## config.mk

```make
export PLATFORM = sky130hd
export DESIGN_NAME = serial_adder
export DESIGN_NICKNAME = d
export VERILOG_FILES = /design/src/rtl/serial_adder.sv
export SDC_FILE = /design/constraint.sdc
export NUM_CORES = 1
export LEC_CHECK = 0
export ABC_AREA = 1
export CAP_MARGIN = 15
export CORE_MARGIN = 8
export CORE_UTILIZATION = 50
export CTS_BUF_LIST = sky130_fd_sc_hd__clkbuf_8
export CTS_CLUSTER_SIZE = 12
export DETAILED_ROUTE_END_ITERATION = 12
export HOLD_SLACK_MARGIN = 0.06
export PLACE_DENSITY = 0.72
export SETUP_SLACK_MARGIN = 0.02
export SYNTH_ARGS = -nofsm -noshare
export SYNTH_HDL_FRONTEND = slang
export SYNTH_SLANG_ARGS = --single-unit
```

## constraint.sdc

```tcl
create_clock -name clk -period 2.9 [get_ports clk]
set_input_delay 0.435 -clock clk [delete_from_list [all_inputs] [get_ports clk]]
set_output_delay 0.435 -clock clk [all_outputs]
set_load 0.005 [all_outputs]
```

## src/rtl/serial_adder.sv

```systemverilog
// Digit-serial adder: adds WIDTH-bit operands DIGIT bits per cycle, LSB digit first.
// Define SERIAL_ADDER_OVF_EN to add the registered two's-complement overflow output ovf.
module serial_adder #(
   parameter int WIDTH = 16,
   parameter int DIGIT = 4
) (
   input  logic             clk,
   input  logic             rst,
   input  logic             start,
   input  logic [WIDTH-1:0] a,
   input  logic [WIDTH-1:0] b,
   input  logic             cin,
   output logic             busy,
   output logic             done,
   output logic [WIDTH-1:0] sum,
   output logic             cout
`ifdef SERIAL_ADDER_OVF_EN
   ,
   output logic             ovf
`endif
);

   localparam int N  = WIDTH / DIGIT;
   localparam int CW = (N > 1) ? $clog2(N) : 1;
   localparam logic [CW-1:0] LAST = CW'(N - 1);

   typedef enum logic [1:0] {
      IDLE = 2'd0,
      RUN  = 2'd1,
      DONE = 2'd2
   } state_t;

   state_t           state;
   state_t           state_next;
   logic [WIDTH-1:0] a_q;
   logic [WIDTH-1:0] b_q;
   logic [WIDTH-1:0] acc;
   logic [WIDTH-1:0] acc_next;
   logic [CW-1:0]    cnt;
   logic             carry;
   logic [DIGIT:0]   digit_sum;
   logic [31:0]      base;
   logic             last;

   // Handshake: start is sampled only while busy=0; done is a one-cycle pulse per result.
   assign busy = (state != IDLE);
   assign done = (state == DONE);
   assign last = (cnt == LAST);

   always_ff @(posedge clk) begin
      if (rst) begin
         state <= IDLE;
      end else begin
         state <= state_next;
      end
   end

   always_comb begin
      state_next = state;
      case (state)
         IDLE:    if (start) state_next = RUN;
         RUN:     if (last) state_next = DONE;
         DONE:    state_next = IDLE;
         default: state_next = IDLE;
      endcase
   end

   // The operands stay put; the counter selects the digit, so N=1 needs no special case.
   always_comb begin
      base      = 32'(cnt) * 32'(DIGIT);
      digit_sum = {1'b0, a_q[base +: DIGIT]} + {1'b0, b_q[base +: DIGIT]}
                + {{DIGIT{1'b0}}, carry};
      acc_next  = acc;
      acc_next[base +: DIGIT] = digit_sum[DIGIT-1:0];
   end

   always_ff @(posedge clk) begin
      if (rst) begin
         a_q   <= '0;
         b_q   <= '0;
         acc   <= '0;
         cnt   <= '0;
         carry <= 1'b0;
         sum   <= '0;
         cout  <= 1'b0;
`ifdef SERIAL_ADDER_OVF_EN
         ovf   <= 1'b0;
`endif
      end else begin
         case (state)
            IDLE: begin
               if (start) begin
                  a_q   <= a;
                  b_q   <= b;
                  carry <= cin;
                  cnt   <= '0;
                  acc   <= '0;
               end
            end
            RUN: begin
               acc   <= acc_next;
               carry <= digit_sum[DIGIT];
               cnt   <= cnt + CW'(1);
               if (last) begin
                  sum  <= acc_next;
                  cout <= digit_sum[DIGIT];
`ifdef SERIAL_ADDER_OVF_EN
                  ovf  <= (a_q[WIDTH-1] == b_q[WIDTH-1]) &&
                          (acc_next[WIDTH-1] != a_q[WIDTH-1]);
`endif
               end
            end
            default: begin
            end
         endcase
      end
   end

endmodule
```

Word level (Yosys, flattened, before mapping). Cells that the tools add are included.

$add $sub $neg: 4. Equality and inequality tests: 5. Shift-type cells: 4. Muxes and demuxes: 10. Reduce and logical (&&, ||, !) cells: 7.

Operator list (number): 4-bit negation with 34-bit output (1); 4-bit by 34-bit variable shift with 16-bit output (first input constant) (1); 4-bit by 34-bit variable part select with 16-bit output (1); 16-bit one-hot mux with 2 select lines (1); 16-bit by 5-bit variable part select with 4-bit output (2); 16-bit bitwise mux (1); 16-bit two-way mux (1); 2-bit one-hot mux with 2 select lines (2); 2-bit AND reduction (4); 2-bit two-way mux (3); 4-bit by 4-bit adder with 5-bit output (1); 5-bit by 1-bit adder with 5-bit output (1); 2-bit == test (second input constant) (2); 2-bit inequality test (second input constant) (2); 2-bit nonzero test (2); 2-bit by 1-bit adder with 2-bit output (second input constant) (1); 2-bit by 1-bit == test with 1-bit output (second input constant) (1); 2-bit zero test (1); 1-bit one-hot mux with 2 select lines (1); 1-bit two-way mux (1).

Flip-flop bits (word level): 70. Input port bits: 36. Output and inout port bits: 19.

Logic depth before layout (Yosys ltp).
Word-level depth: 6. Gate-level depth with buffers: 16. Gate-level depth less buffers: 14.

Worst setup path after synthesis. No wires, ideal clock.

Path type: register -> register. Start point: register cnt[0]. End point: register acc[13]. Setup time: 66 ps. Arrival: 2471 ps. Path slack: 362 ps. Stages on the path, launching flop included: 13. Buffers on the path: 2. Period minus slack after synthesis: 2538 ps. Cells stage by stage: dfxtp_1 inv_1 buf_2 buf_2 nor2_1 o22ai_1 fa_1 inv_1 fa_1 nor2_1 a32oi_1 o21a_1 nor2_1.

Word-level cells in the longest chain between the ends: 6.

Ends and longest elaborated chain: from (decl) (line 39) `logic [CW-1:0] cnt;`; from (signal assigned) (line 103) `cnt <= cnt + CW'(1);`; 16-bit by 5-bit variable part select with 4-bit output (line 71) `digit_sum = {1'b0, a_q[base +: DIGIT]} + {1'b0, b_q[base +: DIGIT]}`; 4-bit by 4-bit adder with 5-bit output (line 71); 5-bit by 1-bit adder with 5-bit output (line 72) `+ {{DIGIT{1'b0}}, carry};`; 4-bit by 34-bit variable part select with 16-bit output (line 74) `acc_next[base +: DIGIT] = digit_sum[DIGIT-1:0];`; 16-bit bitwise mux * (line 74); 16-bit one-hot mux with 2 select lines * (line 90) `case (state)`; to (signal assigned) (line 101) `acc <= acc_next;`; to (decl) (line 37) `logic [WIDTH-1:0] acc;`.

Mark *: on every way between the ends. The rest lies on a longest branch, timed or not. A chain may end at the register's enable or synchronous reset.

Worst setup path in the final report.
Start point: register cnt[1]. End point: register acc[14].

The elaborated chain is that of the path after synthesis.

==> impl_metrics.py <==
metrics = {
    "run_status": {
        "status": "finished, final reports clean",
    },
    "clock_network": {
        "cts_max_level": 3,
        "clk_pin_slew_ns": 0.07,
        "cts_max_path_buffers": 2,
        "clk_latency_ns": 0.35,
        "cts_root_buf": "clkbuf_8",
        "cts_resized": 0,
        "cts_tree": "done",
        "postCtsHoldBufs": 0,
        "cts_sinks": 70,
        "postCtsSetupRepairBufs": 0,
        "cts_buffers": 9,
    },
    "worst_setup_path": {
        "required_ns": 3.13,
        "cpMostUsedCell": "inv_1",
        "cp_slowest_cell": "fa_1",
        "crit_fanout": 13,
        "start_kind": "register",
        "arrival_ns": 2.77,
        "critical_path_class": "register to register",
        "crit_chain": "inv_1, o21ai_0, o22ai_1, fa_1, inv_1, fa_1, inv_1, nand2_1, nand3_1, nor2_1, a22oi_1, o21a_1, nor2_1",
        "crit_path_end_kind": "register",
        "reg2reg_depth": 13,
        "critPathMaxStageDelay_ns": 0.39,
    },
    "global_route": {
        "antenna_found_initial": 0,
        "grt_usage": 0.1681,
        "grt_max_degree": 50,
        "grt_pass1_wl_um": 13360,
        "grt_pass1_vias": 2897,
        "overflow": 0,
    },
    "layout": {
        "diodes": 0,
        "seqCellArea_sq_mm": 0.001401,
        "final_nets": 523,
        "multi_input_area_sq_mm": 0.001603,
        "syn_to_final_growth_pct": 24.12,
        "nFillCells": 590,
        "layout.cells.non_filler": 558,
        "drive_above_1_share": 0.1102,
    },
    "drt": {
        "vias_per_cell": 5.215,
        "wl_per_cell_um": 13.85,
        "drt_wl_total_um": 7731,
        "vias": 2910,
        "drc": 0,
        "drt_iter0_drc": 157,
        "drt-pass1-iter-count": 4,
        "antenna_left": 0,
    },
    "floorplanning": {
        "dieHeight_um": 96.66,
        "io_pins": 55,
        "initial_core_util": 0.5153,
        "fp.dieArea_sq_mm": 0.009343,
        "core-area_sq_mm": 0.006314,
        "die_width_um": 96.66,
        "num_rows": 29,
    },
    "place": {
        "place_hpwl_um": 5540,
        "post-place-ws_ns": 0.4150,
        "dpl.cell_count": 542,
        "gp_congestion": 0.8821,
        "numPortBuffers": 54,
    },
    "sta": {
        "rsz0062_at_grt": "false",
        "hold_viol": 0,
        "setup_viol": 0,
        "finalSetupTns_ns": 0,
        "slew_headroom": 0.5665,
        "finClkSkew_ns": 0.004611,
        "finalCritPeriodShare": 0.8738,
        "layout_setup_ws_ns": 0.3659,
        "hold-worst-slack_ns": 0.4695,
        "drv_slew": 0,
        "fmax_mhz": 394.6,
        "min_period_ns": 2.534,
        "worst_pin_slew_ns": 0.6492,
    },
    "yosys": {
        "async_flop_share": 0,
        "syn_area_per_cell_sq_um": 7.619,
        "yosysUniqueCellTypes": 35,
        "synth_fa_ha_area_frac": 0.04692,
        "syn_inst": 427,
        "ys_seq_area_frac": 0.4308,
        "synth_seq_cells": 70,
        "synth_xor_area_frac": 0,
        "synth_area_leaders": "dfxtp_1, nor2_1, o21ai_0",
        "synthSimpleGateAreaFrac": 0.2565,
        "syn_nets": 474,
        "synthMuxAreaShare": 0,
        "synth_top_area_share": 0.4308,
        "synth_top_cells_by_count": "nor2_1, dfxtp_1, nand2_1",
        "synth_top_family_by_area": "simple AND/OR/NAND/NOR gates",
        "yosysMostFrequentCell": "nor2_1",
        "ys_dominant_reg_cell": "dfxtp_1",
        "ys_warn_count": 0,
        "synth_compound_area_frac": 0.1892,
        "yosysTopAreaCell": "dfxtp_1",
        "synth_area_sq_mm": 0.003253,
        "synth-edff-count": 0,
    },
    "worst_hold_path": {
        "hold_path_depth": 2,
        "hold_class": "register to register",
    },
    "power_and_ir_drop": {
        "ir_worst_vdd_uv": 362.7,
        "p_leak_nw": 1.645,
        "totalPowerFinal_w": 0.002298,
        "powerDensity_mw_per_mm2": 569.2,
    },
    "flow_run": {
        "max_cap_violations": 0,
    },
}
-- report_power, final --
part	leakage [nW]	switching [W]	internal, W
combinational	0.964	0.000234	0.000152
sequential	0.572	0.0000285	0.00101
clock	0.108	0.000373	0.000504
total	1.64	0.000635	0.00166
-- sequential cells by signal (all words and copies together), names as in the netlist --
register	cells
a_q	16
acc	16
b_q	16
carry	1
cnt	2
cout	1
state	2
sum	16
-- cell usage in the layout, fill, tap and decap left out, drive strengths merged --
cell type and n:
nor2 96, dfxtp 70, nand2 70, o21ai 59, clkdlybuf4s50 54, inv 33
nand3 18, a21oi 17, clkbuf 10, ha 9, o22ai 7, buf 5
a22oi 4, o21a 4, o21bai 4, a32oi 3, nand4 3, a2bb2oi 2
fa 2, clkinvlp 2, clkinv 2, bufinv 2, nor3 1, a32o 1
a211oi 1, or2 1, a31oi 1
-- critical path, delay by kind of cell, from the launching register on --
family	cells	cell delay (ns)
adders and majority gates	2	0.66
DFF	1	0.31
buffers and inverters	3	0.41
and+or+nand+nor	4	0.27
AOI/OAI and AO/OA	4	0.76
-- final cells by class --
cell class,instances,area share
Inverter,33,0.03378
Clock buffer,10,0.03409
Sequential cell,70,0.3471
Multi-Input combinational cell,303,0.3970
Timing Repair Buffer,59,0.1432
Clock inverter,6,0.02107
Tap cell,77,0.02386
-- layer usage --
metal	wire length, um	vias to the layer above	global-route usage	share of wire
met5	0	-	0	0
met4	152	0	0.07456	0.020
met3	324	14	0.04267	0.042
met2	3804	68	0.2906	0.49
met1	3450	1331	0.1895	0.45
li1	-	1497	-	-
-- cells by family after synthesis --
kind of cell | count (synthesis)
and+or+nand+nor | 189
DFF | 70
adders and majority gates | 11
AOI/OAI and AO/OA | 103
buffers and inverters | 54
-- path summary, 6_finish.rpt --
path | from | to | slack [ns]
worst min-delay path | acc[1]$_SDFFE_PP0P_ | acc[1]$_SDFFE_PP0P_ | 0.47
worst min register to register | acc[1]$_SDFFE_PP0P_ | acc[1]$_SDFFE_PP0P_ | 0.47
worst max register to register | cnt[1]$_SDFFE_PP0P_ | acc[14]$_SDFFE_PP0P_ | 0.37
worst max-delay path | cnt[1]$_SDFFE_PP0P_ | acc[14]$_SDFFE_PP0P_ | 0.37
-- per-stage QoR --
stage / instance area (sq um) / util
after global routing: 4038 / 0.6395
final: 4038 / 0.6395
after floorplan: 3253 / -
after detailed placement: 3815 / 0.6042
after global placement: 3815 / 0.6042
after CTS: 4038 / 0.6395
(Power assumes the default switching activity.)
